<file path="src/rtl/rdma_remap_pkg.sv">
// Shared types and defaults for the rdma_remap address engine and its requester scheduler.
package rdma_remap_pkg;

    localparam int          ADDR_W_DEF   = 32;
    localparam logic [31:0] REMAP_OFFSET = 32'h8000_0000;

    typedef enum logic [1:0] {
        ST_IDLE  = 2'd0,
        ST_BUSY  = 2'd1,
        ST_DRAIN = 2'd2
    } sched_state_e;

    typedef enum logic [1:0] {
        ENG_IDLE = 2'd0,
        ENG_CALC = 2'd1,
        ENG_WAIT = 2'd2
    } eng_state_e;

endpackage

</file>
<file path="src/rtl/rr_arbiter.sv">
// Combinational round-robin pick: first set request searching upward from ptr_i+1, wrapping.
module rr_arbiter #(
    parameter int NUM_REQ = 4,
    parameter int IDX_W   = $clog2(NUM_REQ)
) (
    input  logic [NUM_REQ-1:0] req_i,
    input  logic [IDX_W-1:0]   ptr_i,
    output logic [NUM_REQ-1:0] grant_o,
    output logic [IDX_W-1:0]   idx_o,
    output logic               any_o
);

    logic [IDX_W-1:0] cand;

    always_comb begin
        grant_o = '0;
        idx_o   = '0;
        any_o   = 1'b0;
        cand    = '0;
        // The last-served requester (ptr_i) is visited last, so it has lowest priority.
        for (int i = 1; i <= NUM_REQ; i++) begin
            cand = IDX_W'((int'(ptr_i) + i) % NUM_REQ);
            if (!any_o && req_i[cand]) begin
                any_o         = 1'b1;
                grant_o[cand] = 1'b1;
                idx_o         = cand;
            end
        end
    end

endmodule

</file>
<file path="src/rtl/rdma_remap_sched.sv">
// Round-robin scheduler sharing one rdma_remap engine among NUM_REQ requesters.
// Optional engine-response watchdog enabled by defining RDMA_SCHED_TIMEOUT_EN.
module rdma_remap_sched
    import rdma_remap_pkg::*;
#(
    parameter int NUM_REQ        = 4,
    parameter int ADDR_W         = ADDR_W_DEF,
    parameter int TIMEOUT_CYCLES = 16
) (
    input  logic                      clk,
    input  logic                      rst_n,
    input  logic [NUM_REQ-1:0]        req_valid,
    input  logic [NUM_REQ*ADDR_W-1:0] req_addr,
    output logic [NUM_REQ-1:0]        req_ready,
    output logic [NUM_REQ-1:0]        rsp_valid,
    output logic [ADDR_W-1:0]         rsp_addr,
    output logic                      rsp_err,
    output logic                      busy,
    output logic                      eng_start,
    output logic [ADDR_W-1:0]         eng_local_addr,
    input  logic [ADDR_W-1:0]         eng_remote_addr,
    input  logic                      eng_ready,
    output sched_state_e              dbg_state_o
);

    localparam int IDX_W = $clog2(NUM_REQ);

    // Handshake: req_valid is held by the requester until a one-cycle req_ready pulse;
    // exactly one rsp_valid pulse follows per accepted request, and only one is in flight.

    sched_state_e       state_q, state_d;
    logic [IDX_W-1:0]   ptr_q, ptr_d;
    logic [IDX_W-1:0]   gnt_idx_q, gnt_idx_d;
    logic [NUM_REQ-1:0] req_ready_q, req_ready_d;
    logic [NUM_REQ-1:0] rsp_valid_q, rsp_valid_d;
    logic [ADDR_W-1:0]  rsp_addr_q, rsp_addr_d;
    logic               rsp_err_q, rsp_err_d;
    logic               eng_start_q, eng_start_d;
    logic [ADDR_W-1:0]  eng_local_addr_q, eng_local_addr_d;
    logic               timeout_hit;

    logic [NUM_REQ-1:0] arb_grant;
    logic [IDX_W-1:0]   arb_idx;
    logic               arb_any;
    logic [ADDR_W-1:0]  req_addr_a [NUM_REQ];

    for (genvar g = 0; g < NUM_REQ; g++) begin : g_unpack
        assign req_addr_a[g] = req_addr[g*ADDR_W +: ADDR_W];
    end

    rr_arbiter #(
        .NUM_REQ (NUM_REQ),
        .IDX_W   (IDX_W)
    ) u_arb (
        .req_i   (req_valid),
        .ptr_i   (ptr_q),
        .grant_o (arb_grant),
        .idx_o   (arb_idx),
        .any_o   (arb_any)
    );

`ifdef RDMA_SCHED_TIMEOUT_EN
    localparam int TMR_W = $clog2(TIMEOUT_CYCLES + 1);
    logic [TMR_W-1:0] tmr_q, tmr_d;

    always_comb begin
        tmr_d = tmr_q;
        if (state_q == ST_IDLE) tmr_d = '0;
        else if (state_q == ST_BUSY) tmr_d = tmr_q + TMR_W'(1);
    end

    always_ff @(posedge clk) begin
        if (!rst_n) tmr_q <= '0;
        else        tmr_q <= tmr_d;
    end

    // A response arriving on the limit cycle still wins over the timeout.
    assign timeout_hit = (state_q == ST_BUSY) && (tmr_q == TMR_W'(TIMEOUT_CYCLES)) && !eng_ready;
`else
    logic [31:0] unused_timeout_cfg;
    assign unused_timeout_cfg = TIMEOUT_CYCLES;
    assign timeout_hit        = 1'b0;
`endif

    always_ff @(posedge clk) begin
        if (!rst_n) begin
            state_q          <= ST_IDLE;
            ptr_q            <= IDX_W'(NUM_REQ - 1);
            gnt_idx_q        <= '0;
            req_ready_q      <= '0;
            rsp_valid_q      <= '0;
            rsp_addr_q       <= '0;
            rsp_err_q        <= 1'b0;
            eng_start_q      <= 1'b0;
            eng_local_addr_q <= '0;
        end else begin
            state_q          <= state_d;
            ptr_q            <= ptr_d;
            gnt_idx_q        <= gnt_idx_d;
            req_ready_q      <= req_ready_d;
            rsp_valid_q      <= rsp_valid_d;
            rsp_addr_q       <= rsp_addr_d;
            rsp_err_q        <= rsp_err_d;
            eng_start_q      <= eng_start_d;
            eng_local_addr_q <= eng_local_addr_d;
        end
    end

    always_comb begin
        state_d = state_q;
        case (state_q)
            ST_IDLE:  if (arb_any) state_d = ST_BUSY;
            ST_BUSY:  if (eng_ready || timeout_hit) state_d = ST_DRAIN;
            ST_DRAIN: if (!eng_ready) state_d = ST_IDLE;
            default:  state_d = ST_IDLE;
        endcase
    end

    always_comb begin
        ptr_d            = ptr_q;
        gnt_idx_d        = gnt_idx_q;
        req_ready_d      = '0;
        rsp_valid_d      = '0;
        rsp_addr_d       = rsp_addr_q;
        rsp_err_d        = rsp_err_q;
        eng_start_d      = 1'b0;
        eng_local_addr_d = eng_local_addr_q;
        case (state_q)
            ST_IDLE: begin
                if (arb_any) begin
                    req_ready_d      = arb_grant;
                    gnt_idx_d        = arb_idx;
                    eng_local_addr_d = req_addr_a[arb_idx];
                end
            end
            ST_BUSY: begin
                if (eng_ready) begin
                    rsp_valid_d = NUM_REQ'(1) << gnt_idx_q;
                    rsp_addr_d  = eng_remote_addr;
                    rsp_err_d   = 1'b0;
                    ptr_d       = gnt_idx_q;
                end else if (timeout_hit) begin
                    rsp_valid_d = NUM_REQ'(1) << gnt_idx_q;
                    rsp_addr_d  = '0;
                    rsp_err_d   = 1'b1;
                    ptr_d       = gnt_idx_q;
                end else begin
                    eng_start_d = 1'b1;
                end
            end
            default: eng_start_d = 1'b0;
        endcase
    end

    assign req_ready      = req_ready_q;
    assign rsp_valid      = rsp_valid_q;
    assign rsp_addr       = rsp_addr_q;
    assign rsp_err        = rsp_err_q;
    assign busy           = (state_q != ST_IDLE);
    assign eng_start      = eng_start_q;
    assign eng_local_addr = eng_local_addr_q;
    assign dbg_state_o    = state_q;

endmodule
</file>
<file path="config.mk">
export PLATFORM = sky130hd
export DESIGN_NAME = rdma_remap_sched
export DESIGN_NICKNAME = d
export VERILOG_FILES = /design/src/rtl/rdma_remap_pkg.sv /design/src/rtl/rr_arbiter.sv /design/src/rtl/rdma_remap_sched.sv
export SDC_FILE = /design/constraint.sdc
export NUM_CORES = 1
export LEC_CHECK = 0
export CORE_ASPECT_RATIO = 0.9
export CORE_MARGIN = 2
export CORE_UTILIZATION = 40
export DETAILED_ROUTE_END_ITERATION = 10
export GPL_ROUTABILITY_DRIVEN = 1
export GPL_TIMING_DRIVEN = 0
export PLACE_DENSITY = 0.86
export SLEW_MARGIN = 5
export SYNTH_ARGS = -nofsm -noshare
export SYNTH_HDL_FRONTEND = slang
export SYNTH_SLANG_ARGS = --single-unit
</file>
<file path="constraint.sdc">
create_clock -name clk -period 4.95 [get_ports clk]
set_input_delay 1.485 -clock clk [delete_from_list [all_inputs] [get_ports clk]]
set_output_delay 1.485 -clock clk [all_outputs]
set_load 0.01 [all_outputs]
</file>
[Yosys cells after proc, flatten, opt, wreduce, memory -nomap -nowiden]
Index checks and enable logic that the tools add are counted.
Widths: inputs -> output; s select.
Storage, ports and cells
  register bits: 79
  output and inout port bits: 77
Operators by class
  $add $sub $neg: 4
  magnitude comparators: 9
  equality and inequality tests: 5
  shift-type cells: 1
  muxes and demuxes: 36
  bitwise logic cells: 4
  reductions and logical operators: 18
Operator list (count)
  $bmux 32 s2: 1
  $mux 32: 2
  $mux 4: 4
  $mux 2: 7
  $mux 1: 13
  $lt 2x3->1 const B: 4
  $or 4x4->4: 3
  $reduce_and 3->1: 3
  $bmux 1 s2: 4
  $demux 1 s2: 4
  $ge 2x1->1 const B: 4
  $logic_and 1x1->1: 7
  $ne 2x2->1 const B: 3
  $pmux 2 s3: 1
  $reduce_and 2->1: 3
  $add 2x1->2 const B: 2
  $add 2x2->2 const B: 2
  $shl 1x2->4 const A: 1
  $ge 3x3->1 const B: 1
  $logic_not 1->1: 3
  $not 2->3: 1
  $eq 2x1->1 const B: 1
  $eq 2x2->1 const B: 1
  $logic_not 2->1: 1
  $reduce_bool 2->1: 1

[Logic depth before layout (Yosys ltp)]
Gate-level depths: netlist of run 1.
  depth in word-level cells: 17
  mapped depth: 12

[Hierarchy]
A second synthesis of run 1 with hierarchy kept.
Second synthesis, totals
  cells, all modules: 298
  area total of the unflattened synthesis: 3809.9 um2
By module, submodules not included
  rdma_remap_sched: instances 1, cells an instance 230, area an instance 3284.4 um2, sequential area each 1581.5 um2
  rr_arbiter: instances 1, cells an instance 68, area an instance 525.5 um2, sequential area each 0.0 um2

[Worst setup path before layout of run 1]
Ideal clock, no wire load.
  path kind: in2reg
  start: input req_valid[3]
  end: register eng_local_addr_q[20], in the netlist eng_local_addr[20]
  library setup time: 0.133 ns
  arrival: 3.155 ns
  data required time: 4.817 ns
  path slack: 1.662 ns
  cell stages on the path: 8
  path buffers: 2
  cell sequence: buf_6 mux4_2 and2b_1 nor3_4 nor2_4 buf_2 mux2i_1 o221ai_2
Between the ends
  cells in the longest elaborated chain, start to end: 16
  elaborated cells on any way between the ends: 27
RTL lines
  from (decl): RTL line rdma_remap_sched.sv:12  | input logic [NUM_REQ-1:0] req_valid,
  $bmux 1 s2: RTL line rr_arbiter.sv:23  | if (!any_o && req_i[cand]) begin
  $mux 1 (not written as such): RTL line rr_arbiter.sv:23
  $mux 1: RTL line rr_arbiter.sv:23
  $logic_not 1->1: RTL line rr_arbiter.sv:23
  $logic_and 1x1->1: RTL line rr_arbiter.sv:23
  $mux 1: RTL line rr_arbiter.sv:23
  $logic_not 1->1: RTL line rr_arbiter.sv:23
  $logic_and 1x1->1: RTL line rr_arbiter.sv:23
  $mux 1: RTL line rr_arbiter.sv:23
  $logic_not 1->1: RTL line rr_arbiter.sv:23
  $logic_and 1x1->1: RTL line rr_arbiter.sv:23
  $mux 2: RTL line rr_arbiter.sv:23
  $not 2->3 (not written as such): RTL line rdma_remap_sched.sv:133  | eng_local_addr_d = req_addr_a[arb_idx];
  $bmux 32 s2: RTL line rdma_remap_sched.sv:133
  $mux 32 (not written as such) (2 in series): RTL line rdma_remap_sched.sv:133
  to (signal assigned): RTL line rdma_remap_sched.sv:105  | eng_local_addr_q <= eng_local_addr_d;
  to (decl): RTL line rdma_remap_sched.sv:39  | logic [ADDR_W-1:0] eng_local_addr_q, eng_local_addr_d;
Parallel ways exist; a longest one is shown, timed or not. The select of a mux whose other input is x is not followed.
A chain may end at the register's enable or synchronous reset.

[Worst setup path in the final report of run 1]
  start: input req_valid[1]
  end: register eng_local_addr_q[24], in the netlist eng_local_addr[24]
The elaborated chain is that of the path after synthesis.

==> summary.txt, run 1 <==
Hold-fix buffers, CTS = 0
crit path max fanout = 10
crit path kind = in2reg
placed insts = 747
global-route wire length before repair = 21000 um
Fmax = 0.255 GHz
clk_skew = 0.00841 ns
Tmin final = 3.92 ns
Synth area leader = dfxtp_1
H-tree Lvls = 3
PwrDens = 323 nW/um2
final hold violations = 0
Required @ worst endpoint = 5.13 ns
clock buffer depth = 2
post-DP HPWL = 10900 um
Die Area = 10600 um2
TritonCTS Buffers = 9
post-synthesis instance area = 3920 um2
Pins Over Slew Limit = 0
Layout area overhead = 71.2%
hold crit path type = reg2reg
Post-Synthesis Cells = 380
initial antenna violation count = 0
clk slew on worst S/H paths = 0.08 ns
row count = 34
Power, Total = 2160 uW
port bufs = 241
max_slew headroom = 0.546
die width = 108 um
TNS Setup = 0 ns
Final period util = 0.792
clk root buf = clkbuf_8
Peak VDD IR = 0.208 mV
fraction of the yosys area taken by sequential cells = 0.404
Setup crit start kind = primary input
GPL Wtd Cong = 0.860
Via density = 5.37
IO Count = 244
syn nets = 555
Critical R2R Capture = eng_local_addr[24]$_SDFFE_PN0P_
buffer count from post-CTS setup fixing = 0
Syn. warnings = 0
CP endpoint = eng_local_addr[24]$_SDFFE_PN0P_
ys flop type = dfxtp_1
pin count of the biggest net entering global routing = 15
Seq cells post-synth = 79
final setup fails = 0
number of library cell types mapped by synthesis = 55
Starting Density = 0.407
total track usage = 0.247
max cap viols = 0
cells on worst reg2reg path = 10
Layout Cells excl Fill = 763
RSZ-0062 raised after global routing = false
TritonCTS clock tree = yes
outcome = finished, final reports clean
DRT iter0 DRCs = 191
gr ovfl total = 0
Worst Setup SP = req_valid[1]
vias = 4095
worst slew pin tran = 0.679 ns
r2r startpoint = ptr_q[1]$_SDFFE_PN1P_
Setup crit end kind = flop
Total Wirelength = 13600 um
Place WS = 0.735 ns
Routed Antenna Nets = 0
area share of the largest cell type after synthesis = 0.404
Final Util = 0.697
R2R setup slack = 1.58 ns
die height = 97.9 um
vias in the first global route = 4283
hold path cells = 2
layout cells sized above 1 = 0.0863
Async S/R FF share, synth = 0
DRC viols = 0
Worst-Skew Late Latency = 0.33 ns
iteration count of the initial detailed-routing pass = 4
top cells by area in the synthesized netlist = dfxtp_1, mux2i_1, a22o_1
EDFF count, synth = 0
footprint of the multi-input gates = 2120 um2
Worst EP arrival = 4.10 ns
post-CTS sizing = 0
wire per inst = 17.8 um
diode count = 0
Pleak = 0.00280 uW
Avg Cell Area, Syn = 10.3 um2
final setup margin = 1.03 ns
Final nets = 807
filler cell count = 735
CORE AREA = 9610 um2
clock sinks = 79
register area = 1580 um2
[layer usage]
layer / share of wire / vias to the layer above / routed length, um / track usage
met5: 0 / - / 0 / 0
met4: 0.029 / 0 / 400 / 0.103
met3: 0.091 / 31 / 1240 / 0.0721
met2: 0.50 / 200 / 6830 / 0.443
met1: 0.38 / 1930 / 5110 / 0.271
li1: - / 1934 / - / -
[cells in the final DEF (no fill, tap or decap), types with 2 or more instances in the layout]
cell | Yosys | routed
a21oi_1 | 6 | 6
a221o_1 | 2 | 2
a22o_1 | 32 | 32
a22oi_1 | 5 | 5
and2_1 | 2 | 2
and3_1 | 3 | 3
buf_2 | 9 | 9
buf_4 | 2 | 2
buf_6 | 7 | 7
bufinv_16 | 0 | 2
clkbuf_1 | 15 | 16
clkbuf_8 | 0 | 9
clkdlybuf4s50_1 | 0 | 241
dfxtp_1 | 79 | 79
ha_1 | 8 | 8
inv_1 | 4 | 4
inv_6 | 0 | 2
mux2_2 | 3 | 3
mux2i_1 | 66 | 66
mux4_2 | 2 | 2
nand2_1 | 48 | 48
nand3_1 | 2 | 2
nor2_1 | 11 | 11
nor2b_1 | 3 | 3
nor3_1 | 2 | 2
o21ai_0 | 6 | 6
o221ai_1 | 25 | 25
o221ai_2 | 6 | 6
or2_2 | 2 | 2
[worst min path at each step]
stage / from / end
2_1_floorplan: gnt_idx_q[1]$_SDFFE_PN0P_ / rsp_valid[1]$_SDFF_PP0_
3_3_place_gp: eng_local_addr[26]$_SDFFE_PN0P_ / eng_local_addr[26]$_SDFFE_PN0P_
3_5_place_dp: eng_local_addr[28]$_SDFFE_PN0P_ / eng_local_addr[28]$_SDFFE_PN0P_
4_1_cts: eng_local_addr[28]$_SDFFE_PN0P_ / eng_local_addr[28]$_SDFFE_PN0P_
5_1_grt: rsp_addr[18]$_SDFFE_PN0P_ / rsp_addr[18]$_SDFFE_PN0P_
6_report: eng_local_addr[29]$_SDFFE_PN0P_ / eng_local_addr[29]$_SDFFE_PN0P_
[state kept, by name (all words and copies together), names as in the netlist]
register,count
dbg_state_o,2
eng_local_addr,32
eng_start,1
gnt_idx_q,2
ptr_q,2
req_ready,4
rsp_addr,32
rsp_valid,4
[where the power goes]
group	leakage (uW)	switching, uW	internal, uW	total (uW)
combinational	0.00204	371	472	843
clock	0.000111	237	288	525
sequential	0.000648	59.9	735	795
total	0.00280	668	1500	2160
[through the flow]
step / hold WS (ns) / instance area [um2]
finish: 0.474 / 6700
global route: 0.492 / 6700
CTS: 0.475 / 6700
detailed placement: 0.452 / 6480
global placement: 0.445 / 6480
floorplan: 0.441 / 3920
[cells in the mapped netlist, types with 2 or more instances]
cell      count
a22oi_1       5
and3_1        3
nor3_1        2
nand3_1       2
ha_1          8
or2_2         2
a221o_1       2
nand2_1      48
dfxtp_1      79
buf_4         2
inv_1         4
a22o_1       32
clkbuf_1     15
mux2i_1      66
buf_2         9
o21ai_0       6
mux2_2        3
nor2_1       11
o221ai_1     25
o221ai_2      6
mux4_2        2
a21oi_1       6
buf_6         7
and2_1        2
nor2b_1       3
[worst max-delay path: stages]
cell and delay, ns:
clkdlybuf4s50_1 0.52, clkbuf_1 0.37, nor2_1 0.08, a221o_1 0.32, a221oi_2 0.28, a22oi_2 0.16, nand3_1 0.25, clkbuf_1 0.43
o221ai_1 0.19
[logic make-up after synthesis]
family	Yosys count	synth area share
flops	79	0.404
xor+xnor	1	0.00224
fa+ha+maj	8	0.0256
compound gates	98	0.221
mux	71	0.189
buf+inv	38	0.0546
simple gates	84	0.103
other cells	1	0.000958
[layout make-up]
type / count / area share
Clock inverter: 6 / 0.0136
Multi-Input combinational cell: 263 / 0.316
Inverter: 5 / 0.00280
Timing Repair Buffer: 241 / 0.360
Sequential cell: 79 / 0.236
Tap cell: 126 / 0.0235
Clock buffer: 10 / 0.0190
Buffer: 33 / 0.0291
Note: power is estimated with default switching activity, not from simulation.
==> run 2, diff against run 1 <==
Settings changed: CORE_UTILIZATION 40 to 37, PLACE_DENSITY 0.86 to 0.81.
Clock period 4.95 ns to 3.95 ns, I/O delays scaled along.
==> run 2 against run 1 <==
  * Hold slack got worse by 0.014 ns
  * Power increased by 35%
  * Cell count increased by 0.39%
  * Sequential power increased by 25%
  * Global-route usage decreased by 2.2 points
  * Clock-buffer cell count unchanged
  * Sequential share of layout area decreased by 0.34 points
  * Worst setup slack got worse by 0.66 ns
  * First-iteration DRC count increased by 5.2%
  * Via count decreased by 1.5%
  * Clock skew decreased by 0.0052 ns
  * Core utilization decreased by 3.6 points
==> summary.txt, run 2 (synthesized netlist as in run 1, its figures left out) <==
initial antenna violation count = 0 (unchanged)
R2R setup slack = 0.66 ns (was 1.58 ns)
worst slew pin tran = 0.675 ns (was 0.679 ns)
global-route wire length before repair = 20600 um (was 21000 um)
Final nets = 807 (unchanged)
vias = 4032 (was 4095)
Die Area = 11400 um2 (was 10600 um2)
Layout area overhead = 73.8% (was 71.2%)
gr ovfl total = 0 (unchanged)
Via density = 5.26 (was 5.37)
IO Count = 244 (unchanged)
port bufs = 241 (unchanged)
Routed Antenna Nets = 0 (unchanged)
CORE AREA = 10300 um2 (was 9610 um2)
Starting Density = 0.380 (was 0.407)
Hold-fix buffers, CTS = 0 (unchanged)
vias in the first global route = 4208 (was 4283)
die height = 102 um (was 97.9 um)
cell-internal power = 2070 uW (was 1500 uW)
most common cell after layout, fill and taps aside = clkdlybuf4s50_1 (unchanged)
r2r startpoint = ptr_q[1]$_SDFFE_PN1P_ (unchanged)
clock buffer depth = 2 (unchanged)
Worst-Skew Late Latency = 0.32 ns (was 0.33 ns)
post-CTS sizing = 0 (unchanged)
final setup margin = 0.370 ns (was 1.03 ns)
Pins Over Slew Limit = 0 (unchanged)
Peak VDD IR = 0.233 mV (was 0.208 mV)
Pleak = 0.00284 uW (was 0.00280 uW)
crit-path cells = clkdlybuf4s50_1 -> clkbuf_1 -> nor2_1 -> a221o_1 -> a221oi_2 -> a22oi_2 -> nand3_1 -> clkbuf_1 -> o221ai_1 (unchanged)
Clk pwr share = 0.300 (was 0.243)
cells on worst reg2reg path = 11 (was 10)
Final period util = 0.906
pin count of the biggest net entering global routing = 14 (was 15)
DRC viols = 0 (unchanged)
outcome = finished, final reports clean (unchanged)
max_slew headroom = 0.549 (was 0.546)
Setup crit end kind = flop (unchanged)
total track usage = 0.225 (was 0.247)
Max stage delay on crit path = 0.50 ns (was 0.52 ns)
Required @ worst endpoint = 4.11 ns (was 5.13 ns)
GPL Wtd Cong = 0.821 (was 0.860)
Setup crit start kind = primary input (unchanged)
Most Frequent Cell on Critical Path = clkbuf_1 (unchanged)
layout cells sized above 1 = 0.0849 (was 0.0863)
hold path cells = 2 (unchanged)
post-DP HPWL = 10900 um (about the same)
die width = 112 um (was 108 um)
DRT iter0 DRCs = 201 (was 191)
final hold violations = 0 (unchanged)
Critical R2R Capture = eng_local_addr[20]$_SDFFE_PN0P_ (was eng_local_addr[24]$_SDFFE_PN0P_)
buffer count from post-CTS setup fixing = 0 (unchanged)
crit path kind = in2reg (unchanged)
max cap viols = 0 (unchanged)
wire per inst = 17.8 um (about the same)
H-tree Lvls = 3 (unchanged)
critical path's slowest cell = clkdlybuf4s50_1 (unchanged)
Logic pwr share = 0.360 (was 0.390)
TritonCTS clock tree = yes (unchanged)
hold crit path type = reg2reg (unchanged)
hold path endpoint = eng_local_addr[5]$_SDFFE_PN0P_ (was eng_local_addr[29]$_SDFFE_PN0P_)
crit path max fanout = 10 (unchanged)
final setup fails = 0 (unchanged)
commonest cells after routing, fill and taps aside = clkdlybuf4s50_1, dfxtp_1, mux2i_1 (unchanged)
clk slew on worst S/H paths = 0.06 ns (was 0.08 ns)
clk_skew = 0.00316 ns (was 0.00841 ns)
iteration count of the initial detailed-routing pass = 4 (unchanged)
clk root buf = clkbuf_16 (was clkbuf_8)
Power, Total = 2920 uW (was 2160 uW)
Seq pwr share = 0.340 (was 0.368)
PwrDens = 430 nW/um2 (was 323 nW/um2)
hold_sp = eng_local_addr[5]$_SDFFE_PN0P_ (was eng_local_addr[29]$_SDFFE_PN0P_)
Place WS = 0.0581 ns (was 0.735 ns)
filler cell count = 812 (was 735)
Total Wirelength = 13600 um (about the same)
RSZ-0062 raised after global routing = false (unchanged)
Fmax = 0.279 GHz
Sw Ratio = 0.293 (was 0.309)
row count = 35 (was 34)
TritonCTS Buffers = 9 (unchanged)
Psw = 856 uW (was 668 uW)
Tmin final = 3.58 ns
Worst EP arrival = 3.74 ns (was 4.10 ns)
clock sinks = 79 (unchanged)
hold_ws = 0.460 ns (was 0.474 ns)
TNS Setup = 0 ns (unchanged)
==> run 2: changes by cell type in the layout (fill, tap and decap cells not counted) <==
cell,delta
diode_2,+1
inv_6,-1
clkbuf_8,-9
clkbuf_16,+9
==> run 2: cell type report <==
cell class,count,area [um2],share of cell area
flip-flops and latches,79,1580,0.232
plain buffers,33,195,0.0287
clock buffers,10,229,0.0337
multi-input cells,263,2120,0.312
diodes,1,2.50,0.000368
clock inverters,5,82.6,0.0121
repair buffers,241,2410,0.355
well taps,129,161,0.0237
inverters,5,18.8,0.00276
==> run 2: layer usage <==
layer,vias to the layer above,part of all wire,GRT usage
met3,22,0.090,0.0796
met5,-,0,0
li1,1928,-,-
met4,0,0.024,0.0826
met1,1881,0.38,0.241
met2,201,0.51,0.414
==> run 2: power groups by stage <==
stage / sequential [uW] / combinational (uW) / clock (uW)
after CTS: 993 / 1060 / 899
after global placement: 1000 / 1040 / 0
final: 993 / 1050 / 877
after floorplan: 1060 / 474 / 0
after global routing: 1010 / 1130 / 927
after detailed placement: 1010 / 1060 / 0
==> run 2: worst max-delay path: cells and delay by family <==
family / cells / cell delay [ns]
AO/OA/AOI/OAI: 4 / 1.00
buffers and inverters: 3 / 1.27
AND/OR/NAND/NOR: 2 / 0.29
==> run 2: how the worst max path moves through the flow <==
stage | start | endpoint | slack [ns] | cells after the start
2_1_floorplan | req_valid[3] | eng_local_addr[20]$_SDFFE_PN0P_ | 0.96 | 8
3_3_place_gp | req_valid[1] | eng_local_addr[2]$_SDFFE_PN0P_ | 0.15 | 9
3_5_place_dp | req_valid[1] | eng_local_addr[27]$_SDFFE_PN0P_ | 0.06 | 9
4_1_cts | req_valid[1] | eng_local_addr[27]$_SDFFE_PN0P_ | 0.40 | 9
5_1_grt | req_valid[1] | eng_local_addr[8]$_SDFFE_PN0P_ | 0.21 | 9
6_report | req_valid[1] | eng_local_addr[27]$_SDFFE_PN0P_ | 0.37 | 9
==> run 2: stage by stage <==
step,cells,util,cell area (um2)
after floorplan,380,-,3920
after global placement,750,0.631,6490
after detailed placement,750,0.631,6490
after CTS,765,0.661,6800
after global routing,765,0.661,6800
final,766,0.661,6800
==> run 3, diff against run 2 <==
Settings changed: RECOVER_POWER set to 100, SLEW_MARGIN 5 to not set.
==> run 3 against run 2 <==
  * Via count rose by 0.15%
  * Global-route usage stayed put
  * Power down 1.9%
  * Clock-buffer cell count unchanged
  * Clock skew barely moved
  * Sequential share of layout area up 0.069 points
  * Register-to-register slack is essentially flat
  * Critical path type unchanged
  * Highest routed layer unchanged
==> summary.txt, run 3 (synthesized netlist as in run 1, its figures left out) <==
outcome = finished, final reports clean (unchanged)
clk slew on worst S/H paths = 0.06 ns (about the same)
post-DP HPWL = 10900 um (unchanged)
most common cell after layout, fill and taps aside = clkdlybuf4s50_1 (unchanged)
hold crit path type = reg2reg (unchanged)
TNS Setup = 0 ns (unchanged)
Total Wirelength = 13600 um (about the same)
Via density = 5.27 (was 5.26)
critical path's slowest cell = dlygate4sd3_1 (was clkdlybuf4s50_1)
Routed Antenna Nets = 0 (unchanged)
vias = 4038 (was 4032)
final setup fails = 0 (unchanged)
final instance area = 6780 um2 (was 6800 um2)
Peak VDD IR = 0.229 mV (was 0.233 mV)
register area = 1580 um2 (unchanged)
Final nets = 807 (unchanged)
Pins Over Slew Limit = 0 (unchanged)
crit path max fanout = 10 (unchanged)
clock sinks = 79 (unchanged)
Sw Ratio = 0.296 (was 0.293)
row count = 35 (unchanged)
Tmin final = 3.66 ns (was 3.58 ns)
port bufs = 241 (unchanged)
Post-DP Area = 6490 um2 (unchanged)
Power, Total = 2870 uW (was 2920 uW)
layout cells sized above 1 = 0.0786 (was 0.0849)
initial antenna violation count = 0 (unchanged)
WP buf/inv = 3 (unchanged)
Starting Density = 0.380 (unchanged)
Die Area = 11400 um2 (unchanged)
Layout area overhead = 73.3% (was 73.8%)
Worst path top cell family by delay = buffers and inverters (unchanged)
met3 GRT Util = 0.0796 (unchanged)
DRT iter0 DRCs = 198 (was 201)
Seq pwr share = 0.345 (was 0.340)
H-tree Lvls = 3 (unchanged)
die width = 112 um (unchanged)
PwrDens = 423 nW/um2 (was 430 nW/um2)
CORE AREA = 10300 um2 (unchanged)
clk_skew = 0.00283 ns (was 0.00316 ns)
die height = 102 um (unchanged)
GPL Wtd Cong = 0.821 (unchanged)
worst slew pin tran = 0.836 ns (was 0.675 ns)
vias in the first global route = 4208 (unchanged)
met1 GRT Util = 0.241 (unchanged)
Pleak = 0.00305 uW (was 0.00284 uW)
filler cell count = 817 (was 812)
iteration count of the initial detailed-routing pass = 7 (was 4)
TritonCTS Buffers = 9 (unchanged)
clk root buf = clkbuf_16 (unchanged)
TritonCTS clock tree = yes (unchanged)
RSZ-0062 raised after global routing = false (unchanged)
Setup crit end kind = flop (unchanged)
Psw = 847 uW (was 856 uW)
Max stage delay on crit path = 0.57 ns (was 0.50 ns)
Final period util = 0.927 (was 0.906)
global-route wire length before repair = 20600 um (unchanged)
commonest cells after routing, fill and taps aside = clkdlybuf4s50_1, dfxtp_1, dlygate4sd3_1 (was clkdlybuf4s50_1, dfxtp_1, mux2i_1)
Hold-fix buffers, CTS = 0 (unchanged)
DRC viols = 0 (unchanged)
Required @ worst endpoint = 4.11 ns (about the same)
footprint of the multi-input gates = 2100 um2 (was 2120 um2)
Fmax = 0.273 GHz (was 0.279 GHz)
Clk pwr share = 0.305 (was 0.300)
Most Frequent Cell on Critical Path = clkbuf_1 (unchanged)
buffer count from post-CTS setup fixing = 0 (unchanged)
clock buffer depth = 2 (unchanged)
wire per inst = 17.8 um (about the same)
max cap viols = 0 (unchanged)
gr ovfl total = 0 (unchanged)
Worst-Skew Late Latency = 0.32 ns (about the same)
max_slew headroom = 0.438 (was 0.549)
total track usage = 0.225 (unchanged)
global route hottest layer = met2 (unchanged)
pin count of the biggest net entering global routing = 14 (unchanged)
Worst EP arrival = 3.83 ns (was 3.74 ns)
cell-internal power = 2020 uW (was 2070 uW)
final hold violations = 0 (unchanged)
Setup crit start kind = primary input (unchanged)
crit path kind = in2reg (unchanged)
crit-path cells = dlygate4sd3_1 -> clkbuf_1 -> nor2_1 -> a221o_1 -> a221oi_2 -> a22oi_2 -> nand3_1 -> clkbuf_1 -> o221ai_1 (was clkdlybuf4s50_1 -> clkbuf_1 -> nor2_1 -> a221o_1 -> a221oi_2 -> a22oi_2 -> nand3_1 -> clkbuf_1 -> o221ai_1)
post-CTS sizing = 0 (unchanged)
IO Count = 244 (unchanged)
Logic pwr share = 0.350 (was 0.360)
hold_ws = 0.455 ns (was 0.460 ns)
met2 Usage GRT = 0.414 (unchanged)
==> run 3: changes by cell type in the layout (fill, tap and decap cells not counted), sizes merged <==
cell	change
clkdlybuf4s50	-79
dlygate4sd3	+79
buf	-1
clkbuf	+1
==> run 3: worst paths after layout <==
kind              depth (start not counted)  slack [ns]                               to                      startpoint
setup / recovery                          9        0.29  eng_local_addr[27]$_SDFFE_PN0P_                    req_valid[0]
hold / removal                            2        0.45   eng_local_addr[5]$_SDFFE_PN0P_  eng_local_addr[5]$_SDFFE_PN0P_
hold reg to reg                           2        0.45   eng_local_addr[5]$_SDFFE_PN0P_  eng_local_addr[5]$_SDFFE_PN0P_
setup reg to reg                         10        0.65  eng_local_addr[27]$_SDFFE_PN0P_           ptr_q[1]$_SDFFE_PN1P_
==> run 3: stage by stage <==
stage,worst slack (ns),std cells,utilization
2_1_floorplan,0.962,380,-
3_3_place_gp,0.154,750,0.631
3_5_place_dp,0.0581,750,0.631
4_1_cts,0.396,765,0.661
5_1_grt,0.136,765,0.659
6_report,0.288,766,0.659
==> run 3: final cells by class <==
type	count	area share
diodes	1	0.000369
clock inverters	5	0.0122
flip-flops and latches	79	0.233
multi-input cells	263	0.310
clock buffers	10	0.0338
plain buffers	33	0.0286
repair buffers	241	0.356
well taps	129	0.0238
inverters	5	0.00277
==> run 3: per-layer routing <==
layer  share of wire  vias up
met4           0.024        0
met1            0.38     1879
met3           0.092       22
li1                -     1933
met5               0        -
met2            0.51      204
==> run 3: power groups by stage <==
| stage | sequential, uW | clock, uW | combinational (uW) |
|---|---|---|---|
| floorplan | 1060 | 0 | 474 |
| global placement | 1000 | 0 | 1040 |
| detailed placement | 1010 | 0 | 1060 |
| CTS | 993 | 899 | 1060 |
| global route | 1000 | 927 | 1080 |
| finish | 987 | 875 | 1000 |
==> run 3: tightest hold or removal path, cell delays in order (launching register included) <==
cell and delay [ns]:
dfxtp_1 0.32, nand2_1 0.05, o221ai_1 0.05
